File: config.mk
export PLATFORM = sky130hd
export DESIGN_NAME = cache_axi_bridge
export DESIGN_NICKNAME = d
export VERILOG_FILES = /design/src/rtl/axi_pkg.sv /design/src/rtl/sram_axi_wstrb.sv /design/src/rtl/cache_axi_bridge.sv
export SDC_FILE = /design/constraint.sdc
export NUM_CORES = 1
export LEC_CHECK = 0
export CAP_MARGIN = 10
export CORE_AREA = 2 2 120 122
export CTS_CLUSTER_SIZE = 16
export DETAILED_ROUTE_END_ITERATION = 12
export DIE_AREA = 0 0 122 124
export PLACE_DENSITY = 0.68
export SLEW_MARGIN = 10
export SYNTH_ARGS = -nofsm -noshare
export SYNTH_HDL_FRONTEND = slang
export SYNTH_SLANG_ARGS = --single-unit
File: constraint.sdc
create_clock -name clk -period 1.9 [get_ports clk]
set_clock_uncertainty 0.1 [all_clocks]
set_input_delay 0.38 -clock clk [delete_from_list [all_inputs] [get_ports clk]]
set_output_delay 0.38 -clock clk [all_outputs]
set_load 0.02 [all_outputs]
File: src/rtl/axi_pkg.sv
// Shared definitions for the sram-like to AXI3 bridges: FSM states,
// constant AXI encodings and the byte-strobe decode.
package axi_pkg;

    typedef enum logic [2:0] {
        S_IDLE    = 3'd0,
        S_RD_ADDR = 3'd1,
        S_RD_DATA = 3'd2,
        S_WR_REQ  = 3'd3,
        S_WR_RESP = 3'd4
    } state_e;

    localparam logic [1:0] AXI_BURST_INCR = 2'b01;

    localparam logic [1:0] SIZE_BYTE = 2'd0;
    localparam logic [1:0] SIZE_HALF = 2'd1;
    localparam logic [1:0] SIZE_WORD = 2'd2;

    // Size 3 has no sram-like meaning and falls through to a full word.
    function automatic logic [3:0] wstrb_from_size(input logic [1:0] size,
                                                   input logic [1:0] offset);
        logic [3:0] strb;
        case (size)
            SIZE_BYTE: strb = 4'b0001 << offset;
            SIZE_HALF: strb = offset[1] ? 4'b1100 : 4'b0011;
            default:   strb = 4'b1111;
        endcase
        return strb;
    endfunction

endpackage

File: src/rtl/sram_axi_wstrb.sv
// Combinational size/offset to AXI write-strobe decoder, shared by the
// instruction- and data-side bridges.
module sram_axi_wstrb
    import axi_pkg::*;
(
    input  logic [1:0] size_i,
    input  logic [1:0] offset_i,
    output logic [3:0] wstrb_o
);

    assign wstrb_o = wstrb_from_size(size_i, offset_i);

endmodule

File: src/rtl/cache_axi_bridge.sv
// Data-cache memory-side responder: turns each accepted sram-like request
// into one single-beat AXI3 read or write, one transaction in flight.
module cache_axi_bridge
    import axi_pkg::*;
#(
    parameter int unsigned         ID_WIDTH = 4,
    parameter logic [ID_WIDTH-1:0] AXI_ID   = ID_WIDTH'(1)
) (
    input  logic                clk,
    input  logic                rst,
    input  logic                data_req,
    input  logic                data_wr,
    input  logic [1:0]          data_size,
    input  logic [31:0]         data_addr,
    input  logic [31:0]         data_wdata,
    output logic [31:0]         data_rdata,
    output logic                data_addr_ok,
    output logic                data_data_ok,
    output logic [ID_WIDTH-1:0] arid,
    output logic [31:0]         araddr,
    output logic [3:0]          arlen,
    output logic [2:0]          arsize,
    output logic [1:0]          arburst,
    output logic [1:0]          arlock,
    output logic [3:0]          arcache,
    output logic [2:0]          arprot,
    output logic                arvalid,
    input  logic                arready,
    input  logic [ID_WIDTH-1:0] rid,
    input  logic [31:0]         rdata,
    input  logic [1:0]          rresp,
    input  logic                rlast,
    input  logic                rvalid,
    output logic                rready,
    output logic [ID_WIDTH-1:0] awid,
    output logic [31:0]         awaddr,
    output logic [3:0]          awlen,
    output logic [2:0]          awsize,
    output logic [1:0]          awburst,
    output logic [1:0]          awlock,
    output logic [3:0]          awcache,
    output logic [2:0]          awprot,
    output logic                awvalid,
    input  logic                awready,
    output logic [ID_WIDTH-1:0] wid,
    output logic [31:0]         wdata,
    output logic [3:0]          wstrb,
    output logic                wlast,
    output logic                wvalid,
    input  logic                wready,
    input  logic [ID_WIDTH-1:0] bid,
    input  logic [1:0]          bresp,
    input  logic                bvalid,
    output logic                bready
);

    state_e      state_q, state_d;
    logic [31:0] addr_q, addr_d;
    logic [1:0]  size_q, size_d;
    logic [31:0] wdata_q, wdata_d;
    logic [3:0]  wstrb_q, wstrb_d;
    logic        aw_done_q, aw_done_d;
    logic        w_done_q, w_done_d;
    logic [3:0]  req_wstrb;
    logic        aw_fin, w_fin;

    // Response IDs, status and last flags carry no information for single beats.
    logic unused_inputs;
    assign unused_inputs = ^{rid, rresp, rlast, bid, bresp};

    sram_axi_wstrb u_wstrb (
        .size_i   (data_size),
        .offset_i (data_addr[1:0]),
        .wstrb_o  (req_wstrb)
    );

    always_comb begin
        state_d      = state_q;
        addr_d       = addr_q;
        size_d       = size_q;
        wdata_d      = wdata_q;
        wstrb_d      = wstrb_q;
        aw_done_d    = aw_done_q;
        w_done_d     = w_done_q;
        aw_fin       = 1'b0;
        w_fin        = 1'b0;
        arvalid      = 1'b0;
        awvalid      = 1'b0;
        wvalid       = 1'b0;
        rready       = 1'b0;
        bready       = 1'b0;
        data_addr_ok = 1'b0;
        data_data_ok = 1'b0;
        data_rdata   = 32'h0;
        case (state_q)
            S_IDLE: begin
                data_addr_ok = data_req;
                if (data_req) begin
                    addr_d  = data_addr;
                    size_d  = data_size;
                    wdata_d = data_wdata;
                    wstrb_d = req_wstrb;
                    state_d = data_wr ? S_WR_REQ : S_RD_ADDR;
                end
            end
            S_RD_ADDR: begin
                arvalid = 1'b1;
                if (arready) state_d = S_RD_DATA;
            end
            S_RD_DATA: begin
                rready = 1'b1;
                if (rvalid) begin
                    data_data_ok = 1'b1;
                    data_rdata   = rdata;
                    state_d      = S_IDLE;
                end
            end
            S_WR_REQ: begin
                // AW and W complete independently; leave once both have.
                awvalid = !aw_done_q;
                wvalid  = !w_done_q;
                aw_fin  = aw_done_q || awready;
                w_fin   = w_done_q || wready;
                if (aw_fin && w_fin) begin
                    aw_done_d = 1'b0;
                    w_done_d  = 1'b0;
                    state_d   = S_WR_RESP;
                end else begin
                    aw_done_d = aw_fin;
                    w_done_d  = w_fin;
                end
            end
            S_WR_RESP: begin
                bready = 1'b1;
                if (bvalid) begin
                    data_data_ok = 1'b1;
                    state_d      = S_IDLE;
                end
            end
            default: state_d = S_IDLE;
        endcase
        // Nothing is accepted, completed or offered on the bus while in reset.
        if (rst) begin
            arvalid      = 1'b0;
            awvalid      = 1'b0;
            wvalid       = 1'b0;
            rready       = 1'b0;
            bready       = 1'b0;
            data_addr_ok = 1'b0;
            data_data_ok = 1'b0;
            data_rdata   = 32'h0;
        end
    end

    always_ff @(posedge clk) begin
        if (rst) begin
            state_q   <= S_IDLE;
            addr_q    <= 32'h0;
            size_q    <= 2'd0;
            wdata_q   <= 32'h0;
            wstrb_q   <= 4'h0;
            aw_done_q <= 1'b0;
            w_done_q  <= 1'b0;
        end else begin
            state_q   <= state_d;
            addr_q    <= addr_d;
            size_q    <= size_d;
            wdata_q   <= wdata_d;
            wstrb_q   <= wstrb_d;
            aw_done_q <= aw_done_d;
            w_done_q  <= w_done_d;
        end
    end

    assign arid    = AXI_ID;
    assign araddr  = addr_q;
    assign arlen   = 4'd0;
    assign arsize  = {1'b0, size_q};
    assign arburst = AXI_BURST_INCR;
    assign arlock  = 2'b00;
    assign arcache = 4'd0;
    assign arprot  = 3'd0;

    assign awid    = AXI_ID;
    assign awaddr  = addr_q;
    assign awlen   = 4'd0;
    assign awsize  = {1'b0, size_q};
    assign awburst = AXI_BURST_INCR;
    assign awlock  = 2'b00;
    assign awcache = 4'd0;
    assign awprot  = 3'd0;

    assign wid     = AXI_ID;
    assign wdata   = wdata_q;
    assign wstrb   = wstrb_q;
    assign wlast   = 1'b1;

endmodule

Word level (Yosys, flattened, before mapping)

Cells that the tools add are included.

Muxes and demuxes: 30
Equality and inequality tests: 10
Bitwise operators: 0
$mul: 0
Shift-type cells: 1
Magnitude comparators: 0
Divide/modulo/power cells: 0
Reductions and logical operators: 9
$add $sub $neg: 0

Operator list:

| cell                                                | count |
|---|---|
| two-way mux 32 bit                                  | 3 |
| two-way mux 1 bit                                   | 17 |
| two-way mux 3 bit                                   | 5 |
| one-hot mux 3 bit (5 select lines)                  | 1 |
| inequality test 2 bit, second input constant        | 5 |
| one-hot mux 4 bit (2 select lines)                  | 1 |
| equality test 3 x 2 -> 1 bit, second input constant | 2 |
| AND reduction 5 bit                                 | 1 |
| two-way mux 4 bit                                   | 1 |
| << shifter 1 x 2 -> 4 bit, first input constant     | 1 |
| equality test 3 x 1 -> 1 bit, second input constant | 1 |
| equality test 3 bit, second input constant          | 1 |
| logical NOT 3 bit                                   | 1 |
| equality test 2 x 1 -> 1 bit, second input constant | 1 |
| logical NOT 1 bit                                   | 2 |
| logical NOT 2 bit                                   | 1 |
| logical OR 1 bit                                    | 2 |
| two-way mux 2 bit                                   | 1 |
| one-hot mux 1 bit (2 select lines)                  | 1 |
| AND reduction 2 bit                                 | 1 |
| logical AND 1 bit                                   | 1 |

Output and inout bits: 188
Bits in registers: 75
Latch bits: 0
Word-level logic and storage cells: 57
Memories: 0
Bits in writable memories: 0
Bits in read-only memories: 0

Longest topological paths before layout

Word-level depth: 4
Mapped depth: 5

By module

A second synthesis with hierarchy kept.

Cell total of the unflattened synthesis: 474
Area, all modules: 3,686.0 um2

Modules (own cells, without submodules):

| module           | sequential area each (um2) | area each (um2) | times used | cells each |
|---|---|---|---|---|
| cache_axi_bridge | 1,501.4                    | 3,642.2         | 1          | 467 |
| sram_axi_wstrb   | 0.0                        | 43.8            | 1          | 7 |

Worst setup path after synthesis

OpenSTA, ideal clock, no wires.

Path kind: input to output
Start point: in rst
End point: out data_data_ok
Buffers on the path: 1
Stages: 3
Data arrival time: 1.733 ns
Slack: -0.313 ns
Cell sequence: clkbuf_1 -> nor4b_1 -> a22o_1

Word-level cells in the longest chain between the ends: 1

Ends and longest elaborated chain:

| element            | RTL line                | text |
|---|---|---|
| start: declaration | cache_axi_bridge.sv:10  | `input logic rst,` |
| two-way mux 1 bit  | cache_axi_bridge.sv:143 | `if (rst) begin` |
| end: declaration   | cache_axi_bridge.sv:18  | `output logic data_data_ok,` |

No other way between the ends.

Worst setup path in the final report

Start point: reg state_q[2]
End point: out data_rdata[6]

Word-level cells in the longest chain between the ends: 3

Ends and longest elaborated chain:

| element                      | RTL line                | text |
|---|---|---|
| start: declaration           | cache_axi_bridge.sv:57  | `state_e state_q, state_d;` |
| start signal: assignment     | cache_axi_bridge.sv:165 | `state_q <= state_d;` |
| equality test 3 x 2 -> 1 bit | cache_axi_bridge.sv:95  | `case (state_q)` |
| two-way mux 32 bit           | cache_axi_bridge.sv:95  |  |
| two-way mux 32 bit           | cache_axi_bridge.sv:143 |  |
| end: declaration             | cache_axi_bridge.sv:16  | `output logic [31:0] data_rdata,` |

No other way between the ends.

==> results.ini <==
[run_status]
status = finished, violations left
violations = negative setup slack

[routing]
finalWirelength_um = 12800
dr_total_vias = 3811
drtAntennaViolNets = 0
firstDrtPassIters = 4
drc = 0
drt-initial-drc-count = 149
via_per_inst = 4.34
wl_per_cell_um = 14.5

[power]
p_clk_frac = 0.309
switching_share = 0.306
seq_power_share = 0.354
power_density_nw_per_um2 = 778
leakagePower_uw = 0.00273
p_switching_uw = 1580
combinationalPowerShare = 0.337
peakVddDrop_mv = 0.509
p_int_uw = 3580

[yosys]
synth_area_leaders = dfxtp_1, buf_4, nand2_1
synthTopCellsByCount = nand2_1, buf_4, dfxtp_1
ys_seq_area_frac = 0.413
ys_ff_latch = 75
syn_area_per_cell_um2 = 7.79
synth_edf_count = 0
ys.flop_type = dfxtp_1
synthesis.area_um2 = 3640
netlist.area_leader.share = 0.413
yosysTopAreaCell = dfxtp_1
yosysWarnings = 0
synth_cell_types = 32
synth_most_common_cell = nand2_1
postSynth.asyncResetShare = 0
synthCells = 467

[sta]
relSlewSlack = 0.653
fin_ws_ns = -0.197
grt_setup_unrepaired = true
worst_pin_slew_ns = 0.514
final_hold_viol_count = 0
finalCritPeriodShare = 1.10
setup_viol = 36
fmax_mhz = 477
slew_violations = 0
period_minus_slack_ns = 2.10

[hold_path]
min_from = wdata[27]$_SDFFE_PP0P_
min_path_cells = 2
min_to = wdata[27]$_SDFFE_PP0P_
hp-class = flip-flop to flip-flop

[global_route]
grt_pass1_vias = 3462
grt_max_degree = 70
grt_pass1_wl_um = 18000
antenna_found_initial = 0
gr-total-overflow = 0
grt_usage = 0.153

[setup_path]
cpPeakStageDelay_ns = 0.32
critPathLaunchType = flip-flop
crit_slowest_cell = dfxtp_2
path_cells = buf_6 -> nor4b_4 -> buf_6 -> buf_12 -> and3_2 -> buf_6
rr_worst_depth = 6
regToRegEndpoint = wstrb[0]$_SDFFE_PP0P_
reg2reg_from = state_q[2]$_SDFFE_PP0P_
cp_common_cell = buf_6
critPathTopFamily = buffers and inverters
worstPathMaxFanout = 9
required_ns = 1.42
cp_num_buf_inv = 4
worst-setup-path-type = flip-flop to output port
reg2reg_slack_ns = 0.07
arrival_ns = 1.62
cp-end-kind = output port

[placed_design]
portBuffers = 249
gp_congestion = 0.836
place_area_um2 = 5990
dpl.hpwl_um = 8820
place_ws_ns = -0.841

[clock_tree]
cts_sinks = 75
root_buffer = clkbuf_16
cts_buffers = 9
clkLatencyLatePin_ns = 0.32
clock_path_buffers = 2
clk_pin_slew_ns = 0.05
cts_tree = built
htreeDepth = 3
ctsHoldBuffers = 0

[cells_and_area]
final_nets = 814
layout-drive-gt1-share = 0.186
antenna_cells = 0
area_growth_pct = 82.0
final_area_um2 = 6630

[die]
io_pins = 308
die_area_um2 = 15100
die_w_um = 122
die_h_um = 124
core_um2 = 13700
row_count = 43
start_util = 0.265

[flow_run]
max_cap_viol_count = 0

-- through the flow --
step / total power (uW) / utilization / hold slack [ns] / instances / TNS (ns)
floorplan: 2810 / - / 0.408 / 510 / -0.000514
global placement: 3430 / 0.437 / 0.341 / 851 / -45.81
detailed placement: 3460 / 0.437 / 0.347 / 851 / -46.76
CTS: 5150 / 0.469 / 0.354 / 875 / -7.62
global route: 5430 / 0.483 / 0.373 / 878 / -8.18
finish: 5160 / 0.483 / 0.350 / 878 / -6.26
-- worst reg2reg max path: stages (launching register included) --
cell and delay (ns):
dfxtp_2 0.32, buf_4 0.14, or4b_4 0.51, buf_4 0.19
buf_16 0.18, a211oi_2 0.21, nor3_1 0.07
-- sequential cells by signal, indices dropped and copies added, names as in the netlist --
signal and count:
araddr 32, aw_done_q 1, size_q 2, state_q 3, w_done_q 1, wdata 32, wstrb 4
-- cells by family (layout without fill, tap and decap cells) --
family | after synthesis | count (layout) | share of synthesized area
AND/OR/NAND/NOR | 195 | 195 | 0.245
AO/OA/AOI/OAI | 80 | 80 | 0.115
other | 2 | 45 | 0.00206
buffers and inverters | 113 | 301 | 0.219
multiplexers | 2 | 2 | 0.00584
flip-flops | 75 | 75 | 0.413
-- layout by cell type, fill, tap and decap left out, types with 2 or more instances in the layout --
master,instances
buf_12,4
nand2b_1,3
clkinv_2,2
nor3_2,2
buf_16,3
dlymetal6s2s_1,4
clkdlybuf4s50_1,205
conb_1,45
clkbuf_1,3
nand2_1,133
and3_4,12
o22ai_1,2
o21ai_1,2
dfxtp_1,73
buf_6,42
nor3_1,5
nor4b_4,3
and3_1,5
clkbuf_16,10
buf_4,24
a211oi_2,2
and3_2,15
a21oi_1,70
nor2_1,9
-- area by class of cell --
cell class	instances	area (um^2)
well taps	180	225
flip-flops and latches	75	1510
repair buffers	285	2960
inverters	1	3.75
multi-input cells	322	1650
clock buffers	12	236
fillers	1319	7090
clock inverters	3	40.0
-- power groups by stage --
stage               clock (uW)  combinational (uW)  sequential (uW)
global route              1730                1850             1840
CTS                       1660                1670             1820
global placement             0                1580             1850
finish                    1590                1740             1820
floorplan                    0                 807             2000
detailed placement           0                1600             1860
-- timing repair --
action | 4_1_cts | 5_1_grt
gates resized for setup | 228 | 48
pin swaps | 9 | 6
endpoints found under the setup margin | 108 | 44
setup buffers | 5 | 4
gates cloned | 4 | 1
-- worst max-delay path by stage --
| stage | startpoint | end | slack, ns | depth (start not counted) |
|---|---|---|---|---|
| finish | state_q[2]$_SDFFE_PP0P_ | data_rdata[6] | -0.20 | 6 |
| global route | state_q[2]$_SDFFE_PP0P_ | data_rdata[0] | -0.25 | 6 |
| global placement | data_req | data_addr_ok | -0.87 | 4 |
| floorplan | rst | data_data_ok | -0.0005 | 3 |
| detailed placement | data_req | data_addr_ok | -0.84 | 4 |
| CTS | state_q[2]$_SDFFE_PP0P_ | data_rdata[0] | -0.25 | 7 |
-- per-layer routing --
layer  global-route usage  wire, um  vias to the layer above
met5                    0         0                        -
met4               0.0409       148                        0
met3               0.0490       972                       15
met2                0.275      6570                      163
met1                0.175      5070                     1777
li1                     -         -                     1856
(Power assumes the default switching activity.)
